`config.mk`:
```
export PLATFORM = sky130hd
export DESIGN_NAME = branch_unit
export DESIGN_NICKNAME = d
export VERILOG_FILES = /design/src/rtl/branch_unit.sv
export SDC_FILE = /design/constraint.sdc
export NUM_CORES = 1
export LEC_CHECK = 0
export CORE_ASPECT_RATIO = 2
export CORE_UTILIZATION = 45
export CTS_CLUSTER_DIAMETER = 150
export CTS_CLUSTER_SIZE = 8
export DETAILED_ROUTE_END_ITERATION = 10
export DONT_BUFFER_PORTS = 1
export HOLD_SLACK_MARGIN = 0.08
export SLEW_MARGIN = 10
export SYNTH_ARGS = -nofsm -noshare
export SYNTH_HDL_FRONTEND = slang
export SYNTH_SLANG_ARGS = --single-unit
export TNS_END_PERCENT = 5
```
`constraint.sdc`:
```
create_clock -name clk -period 3.55 [get_ports clk]
set_input_delay 0 -clock clk [delete_from_list [all_inputs] [get_ports clk]]
set_output_delay 0 -clock clk [all_outputs]
set_load 0.01 [all_outputs]
```
`src/rtl/branch_unit.sv`:
```
// Branch/jump resolution unit: compares rs/rt, resolves branches, jumps, calls and returns,
// and holds the result in an output register behind a valid/ready handshake.
module branch_unit #(
   parameter int DATA_WIDTH    = 32,
   parameter int ADDRESS_WIDTH = 6,
   parameter int RAS_DEPTH     = 4
) (
   input  logic                     clk,
   input  logic                     rst_n,
   input  logic                     flush,
   input  logic                     in_valid,
   output logic                     in_ready,
   input  logic [5:0]               opcode,
   input  logic [15:0]              imm,
   input  logic [DATA_WIDTH-1:0]    rs,
   input  logic [DATA_WIDTH-1:0]    rt,
   input  logic [ADDRESS_WIDTH:0]   pc,
   output logic                     out_valid,
   input  logic                     out_ready,
   output logic [ADDRESS_WIDTH:0]   next_pc,
   output logic                     taken,
   output logic [ADDRESS_WIDTH:0]   link_pc,
   output logic                     ras_err
);

   localparam int W  = ADDRESS_WIDTH + 1;
   localparam int PW = $clog2(RAS_DEPTH);
   localparam int CW = $clog2(RAS_DEPTH + 1);

   localparam logic [CW-1:0] CNT_FULL = CW'(RAS_DEPTH);
   localparam logic [CW-1:0] CNT_ONE  = CW'(1'b1);
   localparam logic [PW-1:0] PTR_ONE  = PW'(1'b1);
   localparam logic [W-1:0]  PC_ONE   = W'(1'b1);

   localparam logic [5:0] OP_BEQ  = 6'b001000;
   localparam logic [5:0] OP_BNE  = 6'b001001;
   localparam logic [5:0] OP_BGT  = 6'b001010;
   localparam logic [5:0] OP_BGTE = 6'b001011;
   localparam logic [5:0] OP_BLT  = 6'b001100;
   localparam logic [5:0] OP_BLTE = 6'b001101;
   localparam logic [5:0] OP_J    = 6'b001110;
   localparam logic [5:0] OP_JAL  = 6'b001111;
   localparam logic [5:0] OP_JR   = 6'b010000;
   localparam logic [5:0] OP_RET  = 6'b010001;

   logic [W-1:0]  ras_q [RAS_DEPTH];
   logic [PW-1:0] wp_q, wp_d;
   logic [CW-1:0] cnt_q, cnt_d;

   logic          out_valid_q, out_valid_d;
   logic [W-1:0]  next_pc_q, next_pc_d;
   logic          taken_q, taken_d;
   logic [W-1:0]  link_pc_q, link_pc_d;
   logic          ras_err_q, ras_err_d;

   logic          in_ready_s, accept_s;
   logic          eq_s, gt_s, lt_s;
   logic [W-1:0]  fall_s, offset_s, br_pc_s, top_s;
   logic [W-1:0]  res_pc_s, res_link_s;
   logic          res_taken_s, res_err_s, push_s, pop_s, ras_empty_s;

   assign in_ready_s  = !flush && (!out_valid_q || out_ready);
   assign accept_s    = in_valid && in_ready_s;

   assign eq_s        = (rs == rt);
   assign gt_s        = ($signed(rs) > $signed(rt));
   assign lt_s        = ($signed(rs) < $signed(rt));

   assign fall_s      = pc + PC_ONE;
   assign offset_s    = W'($signed(imm));
   assign br_pc_s     = pc + offset_s;
   assign ras_empty_s = (cnt_q == {CW{1'b0}});
   // The stack top is the entry just below the write pointer.
   assign top_s       = ras_q[wp_q - PTR_ONE];

   // Decode the request into its result and stack action.
   always_comb begin
      res_pc_s    = fall_s;
      res_taken_s = 1'b0;
      res_link_s  = {W{1'b0}};
      res_err_s   = 1'b0;
      push_s      = 1'b0;
      pop_s       = 1'b0;
      case (opcode)
         OP_BEQ:  res_taken_s = eq_s;
         OP_BNE:  res_taken_s = !eq_s;
         OP_BGT:  res_taken_s = gt_s;
         OP_BGTE: res_taken_s = !lt_s;
         OP_BLT:  res_taken_s = lt_s;
         OP_BLTE: res_taken_s = !gt_s;
         OP_J: begin
            res_pc_s    = W'(imm);
            res_taken_s = 1'b1;
         end
         OP_JAL: begin
            res_pc_s    = W'(imm);
            res_taken_s = 1'b1;
            res_link_s  = fall_s;
            push_s      = 1'b1;
         end
         OP_JR: begin
            res_pc_s    = W'(rs);
            res_taken_s = 1'b1;
         end
         OP_RET: begin
            res_taken_s = 1'b1;
            if (ras_empty_s) begin
               res_pc_s  = W'(rs);
               res_err_s = 1'b1;
            end else begin
               res_pc_s  = top_s;
               pop_s     = 1'b1;
            end
         end
         default: res_taken_s = 1'b0;
      endcase
      // Conditional branches only redirect to the offset target when taken.
      if ((opcode >= OP_BEQ) && (opcode <= OP_BLTE) && res_taken_s) begin
         res_pc_s = br_pc_s;
      end else begin
         res_pc_s = res_pc_s;
      end
   end

   // Next state of the output register and stack pointers.
   always_comb begin
      out_valid_d = out_valid_q;
      next_pc_d   = next_pc_q;
      taken_d     = taken_q;
      link_pc_d   = link_pc_q;
      ras_err_d   = ras_err_q;
      wp_d        = wp_q;
      cnt_d       = cnt_q;
      if (flush) begin
         out_valid_d = 1'b0;
         wp_d        = {PW{1'b0}};
         cnt_d       = {CW{1'b0}};
      end else if (accept_s) begin
         out_valid_d = 1'b1;
         next_pc_d   = res_pc_s;
         taken_d     = res_taken_s;
         link_pc_d   = res_link_s;
         ras_err_d   = res_err_s;
         if (push_s) begin
            wp_d  = wp_q + PTR_ONE;
            cnt_d = (cnt_q == CNT_FULL) ? cnt_q : (cnt_q + CNT_ONE);
         end else if (pop_s) begin
            wp_d  = wp_q - PTR_ONE;
            cnt_d = cnt_q - CNT_ONE;
         end else begin
            wp_d  = wp_q;
            cnt_d = cnt_q;
         end
      end else if (out_ready) begin
         out_valid_d = 1'b0;
      end else begin
         out_valid_d = out_valid_q;
      end
   end

   // Output register and stack pointer state.
   always_ff @(posedge clk or negedge rst_n) begin
      if (!rst_n) begin
         out_valid_q <= 1'b0;
         next_pc_q   <= {W{1'b0}};
         taken_q     <= 1'b0;
         link_pc_q   <= {W{1'b0}};
         ras_err_q   <= 1'b0;
         wp_q        <= {PW{1'b0}};
         cnt_q       <= {CW{1'b0}};
      end else begin
         out_valid_q <= out_valid_d;
         next_pc_q   <= next_pc_d;
         taken_q     <= taken_d;
         link_pc_q   <= link_pc_d;
         ras_err_q   <= ras_err_d;
         wp_q        <= wp_d;
         cnt_q       <= cnt_d;
      end
   end

   // Stack storage; a push when full lands on the oldest entry.
   always_ff @(posedge clk or negedge rst_n) begin
      if (!rst_n) begin
         for (int i = 0; i < RAS_DEPTH; i++) begin
            ras_q[i] <= {W{1'b0}};
         end
      end else if (accept_s && push_s) begin
         ras_q[wp_q] <= fall_s;
      end else begin
         ras_q[wp_q] <= ras_q[wp_q];
      end
   end

   assign in_ready  = in_ready_s;
   assign out_valid = out_valid_q;
   assign next_pc   = next_pc_q;
   assign taken     = taken_q;
   assign link_pc   = link_pc_q;
   assign ras_err   = ras_err_q;

endmodule

```
# Word level (Yosys, flattened, before mapping)
# Index checks and enable logic that the tools add are counted.
# totals
input_bits	98
reg_bits	50
output_inout_bits	18
# op_classes
muxes	33
add_sub_neg	6
n_reduce_logical	21
bitwise	3
eq_ne	13
order_cmp	7
# op_table
cell	count
28-bit bitwise mux	2
7-bit 2-to-1 mux	8
6-bit by 4-bit == test with 1-bit output, second input constant	8
32-bit == test	1
32-bit > comparator	1
32-bit less-than comparator	1
7-bit binary-select mux with 2-bit select	2
28-bit 2-to-1 mux	1
7-bit case mux with 3 select lines	1
3-bit 2-to-1 mux	5
7-bit demux with 2-bit select	1
6-bit by 5-bit == test with 1-bit output, second input constant	2
1-bit 2-to-1 mux	8
2-bit 2-to-1 mux	4
7-bit by 1-bit adder with 7-bit output, second input constant	1
7-bit adder	1
1-bit case mux with 7 select lines	1
3-bit >= comparator, second input constant	2
6-bit by 4-bit >= comparator with 1-bit output, second input constant	1
6-bit by 4-bit <= comparator with 1-bit output, second input constant	1
1-bit logical AND	6
2-bit NOT with 3-bit output	2
3-bit nonzero test	2
1-bit zero test	5
other kinds (15)	16

# Depth between registers and ports, before layout
# Gate-level depths: netlist of run 1.
# logic_depth
depth_word	8
ltp_mapped	11
depth_no_buf	11

# Worst setup path before layout of run 1
# No wires, ideal clock.
# synth_timing
kind	reg-to-reg
from	register wp_q[0]
to	register next_pc_q[0] (netlist: next_pc[0])
path_stages_with_launch	12
path_slack_ps	633
required_ps	3424
arrival_ps	2791
path_cell_list	dfrtp_1 clkbuf_1 clkbuf_1 inv_1 ha_1 buf_1 mux4_2 mux2i_1 o221ai_1 nand2_1 nor3_1 a311o_1
# synth_between
elab_chain_len	8
# synth_lines
element	line_no	source
start, declared	47	logic [PW-1:0] wp_q, wp_d;
start signal, assigned	169	wp_q <= {PW{1'b0}};
start signal, assigned	177	wp_q <= wp_d;
2-bit by 1-bit subtractor with 2-bit output	74	assign top_s = ras_q[wp_q - PTR_ONE];
2-bit NOT with 3-bit output (implied by the code)	74	
7-bit binary-select mux with 2-bit select	74	
7-bit 2-to-1 mux (implied by the code) (2 in series)	74	
7-bit 2-to-1 mux	107	if (ras_empty_s) begin
7-bit case mux with 3 select lines	84	case (opcode)
7-bit 2-to-1 mux	118	if ((opcode >= OP_BEQ) && (opcode <= OP_BLTE) && res_taken_s) begin
end signal, assigned	165	next_pc_q <= {W{1'b0}};
end signal, assigned	173	next_pc_q <= next_pc_d;
end, declared	51	logic [W-1:0] next_pc_q, next_pc_d;
# No other way between the ends. The select of a mux whose other input is x is not followed.
# A chain may end at the register's enable or synchronous reset.

# Worst setup path after layout of run 1
# layout_timing
from	register wp_q[1]
to	register next_pc_q[1] (netlist: next_pc[1])
# Same word-level chain as after synthesis.

==> metrics.cfg, run 1 <==
[yosys]
syn_area_sq_um = 4030
synth-edff-count = 0
netlist.area_leader.share = 0.310
ys_types = 56
ys_async_sr_fraction = 1.00
synthTopCellsByArea = dfrtp_1 (31%), ha_1 (13%), mux4_2 (7.8%)
ys.flop_type = dfrtp_1
ys_seq_elements = 50
syn_inst = 434
synth.largest_area_cell = dfrtp_1
syn-num-nets = 577
syn_area_per_cell_sq_um = 9.29
yosysWarnings = 0
ys_seq_area_frac = 0.310

[placement]
place_area_sq_um = 4140
globalplace.congestion = 0.798
portBuffers = 0
hpwlAfterDp_mm = 8.60
pre_cts_ws_ps = 964

[worst_setup_path]
worst_setup_path_start_kind = flip-flop
worstPathArrival_ps = 2620
end_kind = flip-flop
max_stage_delay_ps = 550
path_class = reg -> reg
crit_required_ps = 3730
cp_max_fo = 11
crit_chain = buf_4 -> inv_1 -> ha_1 -> mux4_2 -> mux2i_1 -> o221ai_1 -> nor3_1 -> o31ai_1
slowest_stage = ha_1

[floorplanning]
die_x_um = 68.9
dieArea_sq_um = 9360
design.core.area_sq_um = 8650
fp.dieH_um = 136
start_util = 0.466
rows = 48
boundaryPins = 116

[power]
pwr_density_cell_nw_per_um2 = 352
ir_drop_mv = 0.274
p_leak_nw = 1.99
power_mw = 1.58

[timing]
worst_pin_slew_ps = 548
fin_skew_ps = 6.10
final_max_slew_viol_count = 0
setup_ws_ps = 1110
fin_crit_sh = 0.688
rsz0062_at_grt = false
max_freq_mhz = 410
hold_viol_final = 0
timing.slew.headroom = 0.630
min_period_ps = 2440
setup_viol = 0
setup_tns_ps = 0

[finish]
mostFrequentLayoutCell = dfrtp_1
multiInputGateArea_sq_um = 2560
finalNetCount = 589
final_cell_mix = dfrtp_1 (50), a21oi_1 (48), nor2_1 (47), inv_1 (45), ha_1 (43)
drive_above_1_share = 0.105
syn_to_final_growth_pct = 11.5
register_area_sq_um = 1250
final_cell_area_sq_um = 4500
antenna-diode-count = 0
fillers = 815

[grt]
grt_pass1_vias = 3402
grt.total_usage = 0.246
grt_overflow = 0
grt_max_degree = 51
antenna_found_initial = 0
grt_pass1_wl_mm = 16.6

[cts]
insertion_delay_ps = 300
root_buffer = clkbuf_16
cts_buffers = 5
cts_buffer_depth = 2
htreeDepth = 2
cts_tree = built
clock-sinks = 50
clk_pin_slew_ps = 70

[detailed_routing]
num_vias = 3305
ant_nets = 0
viasPerCell = 6.04
wl_per_cell_um = 19.4
drt_wl_total_mm = 10.6
drtPass1Iterations = 4
drtIter0Drc = 72
drc_errors = 0

[status]
status = finished clean

[job]
drv_cap = 0

[hold_path]
hp-class = in -> reg

## worst paths after layout
| path | from | endpoint | slack [ps] | cells past startpoint |
|---|---|---|---|---|
| setup / recovery | wp_q[1] | next_pc[1] | 1110 | 8 |
| hold / removal | pc[1] | link_pc[1] | 70 | 3 |
| setup reg to reg | wp_q[1] | next_pc[1] | 1110 | 8 |
| hold reg to reg | ras_q[19] | ras_q[19] | 530 | 1 |
| max in group asynchronous | rst_n | wp_q[1] | 3120 | 2 |
| min in group asynchronous | rst_n | ras_q[8] | 190 | 2 |
## metal layers
metal | track usage | share of wire | routed length [um] | vias up
li1 | - | - | - | 1590
met1 | 0.231 | 0.32 | 3430 | 1575
met2 | 0.453 | 0.57 | 6020 | 108
met3 | 0.0545 | 0.054 | 575 | 32
met4 | 0.147 | 0.056 | 599 | 0
met5 | 0 | 0 | 0 | -
## report_power, final
group | switching, mW | leakage (nW) | total (mW) | internal, mW
registers | 0.0383 | 0.582 | 0.646 | 0.607
clock network | 0.216 | 0.0971 | 0.639 | 0.423
logic | 0.158 | 1.31 | 0.298 | 0.141
## cell families (layout without fill, tap and decap cells)
kind of cell	after synthesis	count (layout)	synth area share
simple gates	132	132	0.168
compound gates	104	104	0.169
buf+inv	59	72	0.0552
flops	50	50	0.310
fa+ha+maj	45	45	0.143
mux	31	31	0.126
xor+xnor	13	13	0.0282
## what timing repair did
item,CTS,global route
endpoints found under the hold margin,66,0
hold buffers,14,0
buffers inserted,0,0
gates resized for setup,0,0
## cells in the mapped netlist, drive strengths merged, types with 3 or more instances
cell type  count
mux2i          8
clkbuf        12
a21o           4
xnor2          8
nand2b         4
o221ai         6
o21ai         13
nand4          9
xor2           5
inv           45
dfrtp         50
mux2           9
o21a           3
ha            43
and2           4
and3           3
nor3          13
nor2          47
nand3          6
a221o          3
o31ai         10
mux4          14
nand2         35
a21oi         48
## stage by stage
stage | hold slack (ps) | util | cells
2_1_floorplan | -296 | - | 434
3_3_place_gp | -294 | 0.479 | 525
3_5_place_dp | -294 | 0.479 | 525
4_1_cts | 87.4 | 0.520 | 547
5_1_grt | 122 | 0.520 | 547
6_report | 71.9 | 0.520 | 547
## critical path, delay by kind of cell (launching register included)
family / cells / cell delay, ps
muxes: 2 / 650
adders and majority gates: 1 / 550
DFF: 1 / 330
buffers and inverters: 2 / 320
AOI/OAI and AO/OA: 2 / 300
and+or+nand+nor: 1 / 180
## layout make-up
cell class                 instances  share of cell area
multi-input combinational        325               0.569
sequential                        50               0.278
timing repair buffer              19              0.0434
inverter                          45              0.0376
clock buffer                       6              0.0309
tap                              100              0.0278
clock inverter                     2              0.0134
## registers in the layout (all words and copies together), names as in the netlist
register,flops
ras_q,28
link_pc,7
next_pc,7
cnt_q,3
wp_q,2
out_valid,1
ras_err,1
taken,1
Power figures use the tool's default switching activity.
==> run 2, diff against run 1 <==
==> constraint.sdc (replaced) <==
create_clock -name clk -period 2.3 [get_ports clk]
set_input_delay 0 -clock clk [delete_from_list [all_inputs] [get_ports clk]]
set_output_delay 0 -clock clk [all_outputs]
set_load 0.01 [all_outputs]
==> metrics.cfg, run 2 (synthesis results as in run 1) <==
[power]
p_leak_nw = 2.04
p_clk_frac = 0.362
power_frac_comb = 0.206
p_sw_uw = 631
switching_share = 0.273
ir_drop_mv = 0.379
seqPwrFrac = 0.432
p_int_mw = 1.68
pwr_density_cell_nw_per_um2 = 506

[hold_path]
hp-class = in -> reg

[status]
status = finished clean

[worst_setup_path]
cp_max_fo = 5
worstPathArrival_ps = 2380
worst_setup_path_start_kind = input pin
path_class = in -> reg
crit_required_ps = 2480
end_kind = flip-flop

[finish]
syn_to_final_growth_pct = 13.2
antenna-diode-count = 0
instances_no_fill = 561
top_register = ras_q
drive_above_1_share = 0.130
finalNetCount = 603
mostFrequentLayoutCell = dfrtp_1
largest_reg_flops = 28
final_cell_mix = dfrtp_1 (50), a21oi_1 (48), nor2_1 (47), inv_1 (45), ha_1 (43)

[detailed_routing]
viasPerCell = 6.01
drc_errors = 0
drtPass1Iterations = 4
ant_nets = 0
num_vias = 3371
drt_wl_total_mm = 10.8
drtIter0Drc = 111
wl_per_cell_um = 19.2

[floorplanning]
rows = 48
dieArea_sq_um = 9360
fp.dieH_um = 136
die_x_um = 68.9
start_util = 0.466
design.core.area_sq_um = 8650
boundaryPins = 116

[timing]
min_period_ps = 2200
timing.slew.headroom = 0.615
fin_skew_ps = 4.22
hold_viol_final = 0
final_max_slew_viol_count = 0
rsz0062_at_grt = false
fin_crit_sh = 0.956
max_freq_mhz = 455
setup_ws_ps = 102
setup_viol = 0
worst_pin_slew_ps = 570

[cts]
root_buffer = clkbuf_16
cts_buffer_depth = 2
cts_buffers = 5
clock-sinks = 50
post-cts-setup-buffers = 0
insertion_delay_ps = 290
clk_pin_slew_ps = 70
htreeDepth = 2
cts_tree = built
post_cts_resized = 0

[grt]
grt_max_degree = 51
grt_overflow = 0
antenna_found_initial = 0
grt_pass1_vias = 3496
grt_pass1_wl_mm = 16.7
grt.total_usage = 0.247

[placement]
pre_cts_ws_ps = -162
hpwlAfterDp_mm = 8.84
portBuffers = 0
globalplace.congestion = 0.835
placed_cells = 540

[job]
drv_cap = 0

## run 2: changes by cell type in the layout (fill, tap and decap cells not counted)
| cell | delta |
|---|---|
| buf_4 | +15 |
| clkbuf_8 | -1 |
| dlygate4sd3_1 | -1 |
| clkbuf_1 | +2 |
| bufinv_16 | -1 |
## run 2: critical path: stages
cell and delay (ps):
dlygate4sd3_1 650, ha_1 210, inv_1 60, fa_1 390
inv_1 70, a21oi_1 70, o21bai_1 200, a21o_1 150
a21oi_1 80, xnor2_1 130, nor2_1 50, a221o_1 310
## run 2: final timing paths
kind	endpoint	start	slack (ps)	cells after the start
max in group asynchronous	taken	rst_n	1860	2
hold / removal	next_pc[5]	flush	100	3
setup reg to reg	next_pc[4]	wp_q[0]	190	8
min in group asynchronous	ras_q[25]	rst_n	210	2
setup / recovery	next_pc[6]	pc[0]	100	12
hold reg to reg	ras_q[16]	ras_q[16]	530	1
## run 2: layer usage
metal,up-vias,global-route usage,part of all wire
li1,1621,-,-
met1,1584,0.213,0.32
met2,121,0.462,0.55
met3,45,0.0654,0.066
met4,0,0.159,0.062
met5,-,0,0
## run 2: area by class of cell
cell class	count	area, sq um
clock buffer	7	133
multi-input combinational	325	2560
fill	830	4090
tap	100	125
timing repair buffer	33	298
sequential	50	1250
inverter	45	169
clock inverter	1	30.0
## run 2: power groups by stage
stage	registers, mW	clock network (mW)	logic (mW)
3_3_place_gp	1.01	0	0.422
2_1_floorplan	0.996	0	0.343
6_report	0.997	0.837	0.476
3_5_place_dp	1.01	0	0.434
5_1_grt	1.00	0.877	0.535
4_1_cts	0.996	0.855	0.481
## run 2: stage by stage
| stage | util | setup TNS (ps) | power, mW | instance area (sq um) | hold WS (ps) |
|---|---|---|---|---|---|
| after global placement | 0.492 | -105 | 1.43 | 4250 | -294 |
| after CTS | 0.528 | 0 | 2.33 | 4560 | 99.2 |
| after global routing | 0.528 | 0 | 2.42 | 4560 | 114 |
| after detailed placement | 0.492 | -572 | 1.45 | 4250 | -294 |
| after floorplan | - | 0 | 1.34 | 4050 | -296 |
| final | 0.528 | 0 | 2.31 | 4560 | 102 |
## run 2: repair_timing
| item | in CTS | in global routing |
|---|---|---|
| hold endpoints to repair | 70 | 0 |
| setup endpoints to repair | 0 | 1 |
| hold buffers | 13 | 0 |
